## config.mk

```make
export PLATFORM = sky130hd
export DESIGN_NAME = csa_product_resolver
export DESIGN_NICKNAME = d
export VERILOG_FILES = /design/src/rtl/csa_product_resolver.sv
export SDC_FILE = /design/constraint.sdc
export NUM_CORES = 1
export LEC_CHECK = 0
export CORE_MARGIN = 3
export CORE_UTILIZATION = 48
export CTS_CLUSTER_DIAMETER = 60
export DETAILED_ROUTE_END_ITERATION = 7
export GPL_TIMING_DRIVEN = 0
export PLACE_DENSITY_LB_ADDON = 0.05
export SYNTH_ARGS = -nofsm -noshare
export SYNTH_HDL_FRONTEND = slang
export SYNTH_SLANG_ARGS = --single-unit
```

## constraint.sdc

```tcl
create_clock -name clk -period 2.85 [get_ports clk]
set_clock_uncertainty 0.2 [all_clocks]
set_input_delay 0.285 -clock clk [delete_from_list [all_inputs] [get_ports clk]]
set_output_delay 0.285 -clock clk [all_outputs]
set_load 0.005 [all_outputs]
```

## src/rtl/csa_product_resolver.sv

```systemverilog
// rtl/csa_product_resolver.sv - resolves a carry-save product pair into one binary product
// A chunked ripple adder handles CHUNK bits per cycle. Latency is fixed and does not depend on the data.
module csa_product_resolver #(
  parameter int IN_WIDTH  = 18,
  parameter int OUT_WIDTH = 16,
  parameter int CHUNK     = 4
) (
  input  logic                 clk,
  input  logic                 rst,
  input  logic                 in_valid,
  output logic                 in_ready,
  input  logic [IN_WIDTH-1:0]  in_sum0,
  input  logic [IN_WIDTH-1:0]  in_sum1,
  input  logic                 in_tc,
  output logic                 out_valid,
  input  logic                 out_ready,
  output logic [OUT_WIDTH-1:0] out_product,
  output logic                 out_neg,
  output logic                 out_zero
);

  localparam int NCHUNK = (IN_WIDTH + CHUNK - 1) / CHUNK;
  localparam int PW     = NCHUNK * CHUNK;
  localparam int IW     = (NCHUNK > 1) ? $clog2(NCHUNK) : 1;

  typedef enum logic [1:0] {IDLE, ADD, DONE} state_t;

  state_t           state;
  logic [PW-1:0]    op0;
  logic [PW-1:0]    op1;
  logic [PW-1:0]    result;
  logic             tc;
  logic             carry;
  logic [IW-1:0]    idx;

  logic [PW-1:0]    sh0;
  logic [PW-1:0]    sh1;
  logic [PW-1:0]    mask;
  logic [PW-1:0]    res_next;
  logic [CHUNK-1:0] a_chunk;
  logic [CHUNK-1:0] b_chunk;
  logic [CHUNK-1:0] sum_chunk;
  logic             carry_next;
  logic             last;
  int               shamt;

  // Operands are zero-padded to a whole number of chunks, so the top chunk adds zeros above IN_WIDTH.
  always_comb begin
    shamt = int'(idx) * CHUNK;
    sh0 = op0 >> shamt;
    sh1 = op1 >> shamt;
    a_chunk = sh0[CHUNK-1:0];
    b_chunk = sh1[CHUNK-1:0];
    {carry_next, sum_chunk} = {1'b0, a_chunk} + {1'b0, b_chunk} + {{CHUNK{1'b0}}, carry};
    mask = PW'({CHUNK{1'b1}}) << shamt;
    res_next = (result & ~mask) | (PW'(sum_chunk) << shamt);
    last = (idx == IW'(NCHUNK - 1));
  end

  always_ff @(posedge clk or posedge rst) begin
    if (rst) begin
      state       <= IDLE;
      in_ready    <= 1'b1;
      out_valid   <= 1'b0;
      out_product <= '0;
      out_neg     <= 1'b0;
      out_zero    <= 1'b0;
      op0         <= '0;
      op1         <= '0;
      result      <= '0;
      tc          <= 1'b0;
      carry       <= 1'b0;
      idx         <= '0;
    end else begin
      case (state)
        IDLE: begin
          if (in_valid) begin
            op0      <= PW'(in_sum0);
            op1      <= PW'(in_sum1);
            tc       <= in_tc;
            result   <= '0;
            carry    <= 1'b0;
            idx      <= '0;
            in_ready <= 1'b0;
            state    <= ADD;
          end
        end
        ADD: begin
          result <= res_next;
          carry  <= carry_next;
          idx    <= idx + 1'b1;
          // The final carry-out is dropped and the sum wraps modulo 2^IN_WIDTH. The upper bits are redundant sign extension.
          if (last) begin
            out_product <= res_next[OUT_WIDTH-1:0];
            out_neg     <= tc & res_next[OUT_WIDTH-1];
            out_zero    <= (res_next[OUT_WIDTH-1:0] == '0);
            out_valid   <= 1'b1;
            state       <= DONE;
          end
        end
        DONE: begin
          if (out_ready) begin
            out_valid <= 1'b0;
            in_ready  <= 1'b1;
            state     <= IDLE;
          end
        end
        default: begin
          state     <= IDLE;
          in_ready  <= 1'b1;
          out_valid <= 1'b0;
        end
      endcase
    end
  end

endmodule

```

== After elaboration in Yosys (flattened, before gate mapping) ==
Index checks and enable logic that the tools add are counted.
Widths: inputs -> output; s select.

* Word-level logic and storage cells: 55
* Bits in registers: 83
* Output and inout bits: 20

* Mux-type cells: 15
* Equality and inequality tests: 6
* Shift operators: 4
* Bitwise logic cells: 6
* Reductions and logical operators: 9
* Add/sub/neg operators: 3

{| class="wikitable"
|+ Operators by type and width
! kind !! number
|-
| $pmux 20 s2 || 1
|-
| $shr 18x5->4 || 2
|-
| $and 20x20->20 || 1
|-
| $mux 20 || 1
|-
| $not 20->20 || 1
|-
| $or 20x20->20 || 1
|-
| $shl 4x5->20 || 1
|-
| $shl 4x5->20 const A || 1
|-
| $logic_not 16->1 || 1
|-
| $reduce_and 3->1 || 3
|-
| $mux 2 || 3
|-
| $ne 2x2->1 const B || 3
|-
| $pmux 1 s3 || 2
|-
| $pmux 2 s3 || 1
|-
| $pmux 3 s2 || 1
|-
| $reduce_and 2->1 || 3
|-
| $add 4x4->5 || 1
|-
| $add 5x1->5 || 1
|-
| $mux 1 || 4
|-
| $add 3x1->3 const B || 1
|-
| $eq 3x3->1 const B || 1
|-
| $mux 3 || 1
|-
| $eq 2x1->1 const B || 1
|-
| $eq 2x2->1 const B || 1
|-
| other kinds (5) || 6
|}

== Depth between registers and ports, before layout ==
Gate-level depths: netlist of the first run.

* Depth after elaboration: 6
* Depth in mapped cells: 14
* Depth with buffers taken out: 12

== Worst setup path after synthesis of the first run ==
OpenSTA, ideal clock, no wires.

* Path kind: register to register
* Start: register idx[0]
* End: register out_zero
* Path buffers: 2
* Arrival: 2.668 ns
* Slack: -0.143 ns
* Required time: 2.525 ns
* Period minus slack after synthesis: 2.993 ns
* Library setup time: 0.125 ns
* Cell stages (with the launch flop): 13
* Cell sequence: dfrtp_1 buf_6 buf_2 mux2i_1 o22ai_1 fa_1 inv_1 fa_1 nor2_1 a22oi_1 and2_1 nand4_1 o31ai_1

* Longest elaborated chain between the ends: 6
* Elaborated cells between the ends (all ways): 12
* Those cells by class: 2 x add/sub; 1 x eq/ne; 4 x shift; 3 x bitwise; 2 x reduce/logical

{| class="wikitable"
|+ Ends and longest elaborated chain
! what !! RTL line !! source
|-
| from (decl) || 34 || <nowiki>logic [IW-1:0] idx;</nowiki>
|-
| from (signal assigned) || 91 || <nowiki>idx <= idx + 1'b1;</nowiki>
|-
| $shr 18x5->4, on equally long branches || 50, 51 ||
|-
| $add 4x4->5 || 54 || <nowiki>{carry_next, sum_chunk} = {1'b0, a_chunk} + {1'b0, b_chunk} + {{CHUNK{1'b0}}, carry};</nowiki>
|-
| $add 5x1->5 || 54 ||
|-
| $shl 4x5->20 || 56 || <nowiki>res_next = (result & ~mask) | (PW'(sum_chunk) << shamt);</nowiki>
|-
| $or 20x20->20 || 56 ||
|-
| $logic_not 16->1 || 96 || <nowiki>out_zero <= (res_next[OUT_WIDTH-1:0] == '0);</nowiki>
|-
| to (signal assigned) || 96 ||
|-
| to (decl) || 19 || <nowiki>output logic out_zero</nowiki>
|}

Parallel ways exist; a longest one is shown, timed or not.
A chain may end at the register's enable or synchronous reset.

== Worst setup path after layout of the first run ==
Ends and elaborated chain as after synthesis.

==> results.md, run 1 <==
- Result of the run: finished, violations left
- Failing checks: negative setup slack
- Initial standard-cell utilization of the core: 50.2%
- Count of nets after finishing: about 450
- Rows: 31
- Relative slew margins: a little under three fifths
- Number of vias in the routed layout: 2,668
- Die extent in y: 93.8 um
- Level count of the clock H-tree: 3
- FMAX: 0.338 GHz
- Overall global routing resource usage: 19.0%
- Kind of start point of the critical path: flip-flop
- RR Startpoint: idx[0]
- Number of buffers on the longest clock path: 2
- Initial DRC Count: 59
- Gate family responsible for the most delay along the worst path: adder cells
- Layout Utilization: 67.4%
- Min Tclk post-route: 2.96 ns
- Source of the worst hold timing path: in_ready
- Sequential area share after synthesis: 53.4%
- Final estimated routing congestion in global placement: 0.848
- Initial antenna violation count: 0
- Global-route wire length before repair: about 13,000 um
- Destination of the worst register-to-register timing path: out_zero
- Post-synthesis instance total: 312
- Worst Reg2Reg Path Length in Cells: 12
- Most used DFF post-synth: dfrtp_1
- Slowest stage cell, crit path: fa_2
- Clock slew at the register clock pins of the worst setup and hold paths: 0.08 ns
- Final Hold Vio Count: 0
- Floorplan Core Area: about 0.0074 mm^2
- Number of flops mapped to enable cells by yosys: 0
- P_leak: 2.16 nW
- Kind of end point of the critical path: flip-flop
- Worst IR Drop VDD: between 0.0005 and 0.0006 V
- TritonCTS clock tree: done
- Antenna Diode Count: 0
- Aggregate global routing overflow: 0
- Count of buffers from port buffering: 60
- Ports placed on the boundary: 61
- Number of setup violations in the final report: 3
- Critical path launch point: idx[0]
- Worst path bufs/invs: 4
- Vias in the first global route: 2,642
- Areal power density over the cells: 1320 mW/mm^2
- Cells along the critical path: buf_12 > buf_8 > mux2i_2 > o22ai_2 > fa_2 > inv_1 > fa_2 > nor2_4 > buf_4 > a221oi_2 > nand4_1 > o31ai_2
- Max-capacitance violation count: 0
- Critical setup path kind: flip-flop to flip-flop
- Async set-reset flop share out of synthesis: 100%
- Final wirelength: 7980 um
- Unrepaired setup endpoints after global routing: true
- Arrival @ worst endpoint: 3.02 ns
- Routed WL per cell: 15.9 um
- DRC: 0
- Required time worst endpoint: 2.91 ns
- Number of distinct library cell variants in the gate-level netlist after synthesis: 45
- P&R area growth vs syn: 34.1%
- Clock latency at the later pin of the worst-skew pair: 0.34 ns
- Router iterations before antenna repair: 4
- Chip Width: ~94 um
- Destination of the worst hold path: in_ready
- CTS Root Buffer Type: clkbuf_8
- Pin count of the biggest net entering global routing: 71
- Path type of the worst min-delay path: flip-flop to flip-flop
- Min setup slack post-route: -0.109 ns
- Setup slack of the most critical reg-to-reg path: -0.11 ns
- Flops & latches, synth: 79
- Synth warn: 0
- Hold path depth: 2
- Avg Cell Area, Syn: 11.9 um^2
- Maximum cell stage delay along the critical path: 0.55 ns
- DR vias/cell: about 5.3
- Final worst-path cycle share: 104%
- Transition at the pin with the smallest max-transition slack: 0.647 ns
- Pins over their slew limit: 0
- Area of the mapped netlist: 0.00370 mm^2
- Fraction of final layout cells with drive strength greater than 1: around 28%
- Number of buffers added by the clock tree synthesis step: 9
- Critical Path Fanout Max: 10
- Die Area: 0.00880 mm^2
- Total nets after synthesis: 363
- Sum of net half-perimeters after detailed placement: 5660 um
- Tot Pwr: around 6.6 mW
- Residual antenna-violating net count after detailed routing: 0
- Cell with the most instances on the worst path: fa_2
- Sink count of the clock tree: 79
==> flip-flops by register name (all words and copies together), names as in the netlist <==
name / cells
op0: 18
op1: 18
out_product: 16
result: 16
idx: 3
state: 2
carry: 1
in_ready: 1
out_neg: 1
out_valid: 1
out_zero: 1
tc: 1
==> synthesized netlist by cell type, types with 3 or more instances <==
master    number  area, um^2
mux2i_1        9        90.1
inv_2          3        11.3
o21ai_1       15        75.1
nor2_1        12        45.0
buf_6          4        45.0
buf_2          5        25.0
mux2_2        29         327
ha_1           8         100
inv_1          8        30.0
dfrtp_1       78        1950
and2_1         5        31.3
a21o_1         7        52.6
nand2_1       43         161
o21ai_0       15        75.1
a22oi_1        7        52.6
clkbuf_1       5        18.8
mux4_2         4        90.1
a21oi_1       10        50.1
mux2_1        11         124
==> per-stage QoR <==
step	hold WS [ns]	cells	instance area (um^2)	setup WS, ns	setup TNS [ns]
2_1_floorplan	0.220	312	3710	0.000223	0
3_3_place_gp	0.251	471	4440	-0.969	-78.82
3_5_place_dp	0.255	472	4470	-0.540	-3.77
4_1_cts	0.267	494	4840	-0.115	-0.115
5_1_grt	0.301	501	4960	-0.239	-1.02
6_report	0.264	501	4960	-0.109	-0.282
==> layout make-up <==
type                       instances  area (um^2)
tap                               99          124
fill                             593         2410
inverter                          11         43.8
timing repair buffer              75          736
clock buffer                      12          155
clock inverter                     3         90.1
multi-input combinational        206         1690
sequential                        79         1980
buffer                            16          141
==> worst register-to-register path: cells and delay by family (launching register included) <==
family | cells | cell delay, ns
flip-flops | 1 | 0.43
adder cells (fa/ha/maj) | 2 | 0.77
AO/OA/AOI/OAI | 3 | 0.61
AND/OR/NAND/NOR | 2 | 0.21
multiplexers | 1 | 0.16
buffers and inverters | 4 | 0.50
==> kinds of logic (layout without fill, tap and decap cells) <==
family / Yosys count / count (layout) / synth area share [%]
and+or+nand+nor: 73 / 73 / 9.73
adders and majority gates: 10 / 10 / 3.79
AOI/OAI and AO/OA: 68 / 68 / 11.6
xor gates and xnor gates: 2 / 2 / 0.473
muxes: 53 / 53 / 17.0
buffers and inverters: 27 / 117 / 3.92
DFF: 79 / 79 / 53.4
==> what timing repair did <==
action	in CTS	in global routing
hold buffers	1	0
buffers inserted	6	7
pin swaps	5	9
endpoints found under the hold margin	9	0
endpoints found under the setup margin	19	17
gates resized for setup	18	17
==> worst max path at each step <==
| stage | slack, ns | cells after the start | endpoint |
|---|---|---|---|
| 6_report | -0.11 | 12 | out_zero |
| 4_1_cts | -0.11 | 14 | out_zero |
| 3_5_place_dp | -0.54 | 13 | out_zero |
| 3_3_place_gp | -0.97 | 2 | out_product[15] |
| 2_1_floorplan | 0.0002 | 12 | out_zero |
| 5_1_grt | -0.24 | 13 | out_zero |
==> per-layer routing <==
| layer | vias up | global-route usage [%] | share of wire [%] |
|---|---|---|---|
| li1 | 1264 | - | - |
| met1 | 1327 | 25.0 | 43 |
| met2 | 67 | 32.2 | 51 |
| met3 | 10 | 2.64 | 4.1 |
| met4 | 0 | 6.74 | 1.3 |
| met5 | - | 0 | 0 |
==> cells in the final DEF (no fill, tap or decap), types with 3 or more instances in the layout <==
master            n
nand2_1          41
clkdlybuf4s50_1  60
buf_4            15
mux4_2            4
a21oi_2           3
ha_1              8
clkbuf_8         12
a21o_1            7
buf_2             4
inv_1             7
o21ai_0          13
mux2_2           29
mux2i_1           8
nor2_1            8
clkbuf_1          5
a22oi_1           4
bufinv_16         3
o21ai_1          15
a21oi_1           7
a22oi_2           3
inv_2             3
dfrtp_1          77
and2_1            5
mux2_1           11
==> power by group <==
group	internal (mW)	switching, mW	total (mW)
combinational	1.88	1.78	3.67
clock	0.626	0.386	1.01
sequential	1.62	0.260	1.87
(Power assumes the default switching activity.)
==> inputs of run 2 (changes only) <==
--- a/config.mk
+++ b/config.mk
@@ -8,6 +8,7 @@
 export CORE_MARGIN = 3
 export CORE_UTILIZATION = 48
 export CTS_CLUSTER_DIAMETER = 60
+export CTS_CLUSTER_SIZE = 8
 export DETAILED_ROUTE_END_ITERATION = 7
 export GPL_TIMING_DRIVEN = 0
 export PLACE_DENSITY_LB_ADDON = 0.05
==> results of run 2 <==
Same layout as run 1: the final DEF is identical, and so are final timing and power.
==> inputs of run 3 (changes only) <==
--- a/config.mk
+++ b/config.mk
@@ -11,6 +11,7 @@
 export CTS_CLUSTER_SIZE = 8
 export DETAILED_ROUTE_END_ITERATION = 7
 export GPL_TIMING_DRIVEN = 0
+export MAX_ROUTING_LAYER = met4
 export PLACE_DENSITY_LB_ADDON = 0.05
 export SYNTH_ARGS = -nofsm -noshare
 export SYNTH_HDL_FRONTEND = slang
==> run 3 against run 2 <==
The flow still finishes with violations (negative setup slack). Worst hold slack barely moved. Total power grew 0.10%. Cell count is the same. Largest cell class unchanged. First-iteration DRC count is 24% higher. Highest routed layer unchanged. Via count grew 0.34%.
==> results.md, run 3 (synthesis results as in run 1) <==
- Rows: 31
- Min setup slack post-route: -0.108 ns
- Number of setup violations in the final report: 3
- DR vias/cell: 5.34
- CTS Root Buffer Type: clkbuf_8
- Minimum setup slack after placement: -0.540 ns
- Routed WL per cell: between 15 and 20 um
- Ports placed on the boundary: just over 60
- Most used cells in the layout excluding fill and tap cells: 77 x dfrtp_1, 60 x clkdlybuf4s50_1, 41 x nand2_1
- Die extent in y: 93.8 um
- Final wirelength: about 8000 um
- FMAX: ~0.34 GHz
- Number of buffers added by the clock tree synthesis step: 9
- Max-capacitance violation count: 0
- Result of the run: finished, violations left
- Required time worst endpoint: around 2.9 ns
- P&R area growth vs syn: 34.1%
- Wire length on met3: around 320 um
- Sink count of the clock tree: 79
- Initial standard-cell utilization of the core: 50.2%
- Transition at the pin with the smallest max-transition slack: 0.680 ns
- Vias in the first global route: 2,645
- Pin count of the biggest net entering global routing: 71
- Clock slew at the register clock pins of the worst setup and hold paths: about 0.08 ns
- Sum of net half-perimeters after detailed placement: 5660 um
- Critical Path Fanout Max: 9
- Final Hold Vio Count: 0
- Count of buffers from port buffering: 60
- Kind of end point of the critical path: flip-flop
- Final worst-path cycle share: 104%
- Post-route met1 wirelength: 3490 um
- Accumulated negative setup slack: -0.287 ns
- Clock latency at the later pin of the worst-skew pair: 0.34 ns
- Initial antenna violation count: 0
- DRC: 0
- Global-route wire length before repair: approximately 13,000 um
- Relative slew margins: 54.6%
- Sum of met2 wire segment lengths after detailed routing: 4080 um
- TritonCTS clock tree: done
- Areal power density over the cells: 1320 mW/mm^2
- Overall global routing resource usage: 19.6%
- Failing checks: negative setup slack
- Worst IR Drop VDD: 0.000572 V
- Level count of the clock H-tree: 3
- Residual antenna-violating net count after detailed routing: 0
- Initial DRC Count: 73
- Final estimated routing congestion in global placement: 0.862
- Floorplan Core Area: 0.00737 mm^2
- Kind of start point of the critical path: flip-flop
- Leading cell type in the layout, fill and taps excluded: dfrtp_1
- Number of vias in the routed layout: roughly 2.7k
- Die Area: 0.00880 mm^2
- Fraction of final layout cells with drive strength greater than 1: 27.6%
- Number of buffers on the longest clock path: 2
- Count of nets after finishing: 449
- Chip Width: 93.8 um
- Top Registers: op0 x18, op1 x18
- Antenna Diode Count: 0
- P_leak: between 2 and 2.5 nW
- Min Tclk post-route: 2.96 ns
- Router iterations before antenna repair: 4
- Highest metal layer with signal wires: met4
- Path type of the worst min-delay path: flip-flop to flip-flop
- Unrepaired setup endpoints after global routing: true
- Number of fill cells in the layout: approximately 600
- Arrival @ worst endpoint: 3.02 ns
- Critical setup path kind: flip-flop to flip-flop
- Aggregate global routing overflow: 0
- Pins over their slew limit: 0
-- run 3: cell counts in the layout (fill, tap and decap cells not counted) --
No cell type changed its count.
-- run 3: final cells by class --
cell class,count,area [um^2],share of cell area (%)
Tap cell,99,124,2.50
Buffer,16,141,2.85
Timing Repair Buffer,75,736,14.8
Clock inverter,3,90.1,1.81
Multi-Input combinational cell,206,1690,34.1
Clock buffer,12,155,3.13
Sequential cell,79,1980,39.9
Inverter,11,43.8,0.882
-- run 3: per-stage QoR --
step	hold WS (ns)	instances	total power [mW]	util [%]	cell area (um^2)
after floorplan	0.220	312	3.88	-	3710
after global placement	0.251	471	4.71	60.2	4440
after detailed placement	0.255	472	4.79	60.6	4470
after CTS	0.267	494	6.17	65.7	4840
after global routing	0.301	501	6.98	67.4	4960
final	0.264	501	6.56	67.4	4960
-- run 3: worst paths after layout --
| check | to | slack [ns] | depth (start not counted) | start |
|---|---|---|---|---|
| setup / recovery | out_zero | -0.11 | 14 | idx[2] |
| min in group asynchronous | out_product[8] | 0.54 | 3 | rst |
| max in group asynchronous | in_ready | 1.31 | 4 | rst |
| hold reg to reg | in_ready | 0.26 | 2 | in_ready |
| hold / removal | in_ready | 0.26 | 2 | in_ready |
| setup reg to reg | out_zero | -0.11 | 14 | idx[2] |
-- run 3: critical path, stage by stage, from the launching register on --
cell,delay (ns)
dfrtp_1,0.39
buf_6,0.12
buf_12,0.13
mux2i_1,0.12
nor2_2,0.10
a21oi_2,0.04
o22ai_2,0.18
fa_2,0.23
inv_1,0.05
fa_2,0.55
nor2_4,0.06
buf_4,0.14
a221oi_2,0.22
nand4_1,0.15
o31ai_2,0.19
-- run 3: timing repair --
action                                 4_1_cts  5_1_grt
gates resized for setup                     18       17
endpoints found under the hold margin        9        0
setup endpoints to repair                   19       17
pin swaps                                    5        9
buffers inserted                             6        7
cloned                                       0        0
hold buffers                                 1        0
-- run 3: power by group --
part	internal (mW)	leakage (nW)	switching [mW]	total, mW
Sequential	1.62	0.985	0.258	1.87
Clock	0.626	0.123	0.385	1.01
Combinational	1.89	1.05	1.79	3.68
Total	4.13	2.16	2.43	6.56
-- run 3: metal layers --
layer  vias up  track usage (%)
met5         -                -
met4         0             6.74
met3        11             2.64
met2        61             32.1
met1      1337             25.2
li1       1268                -
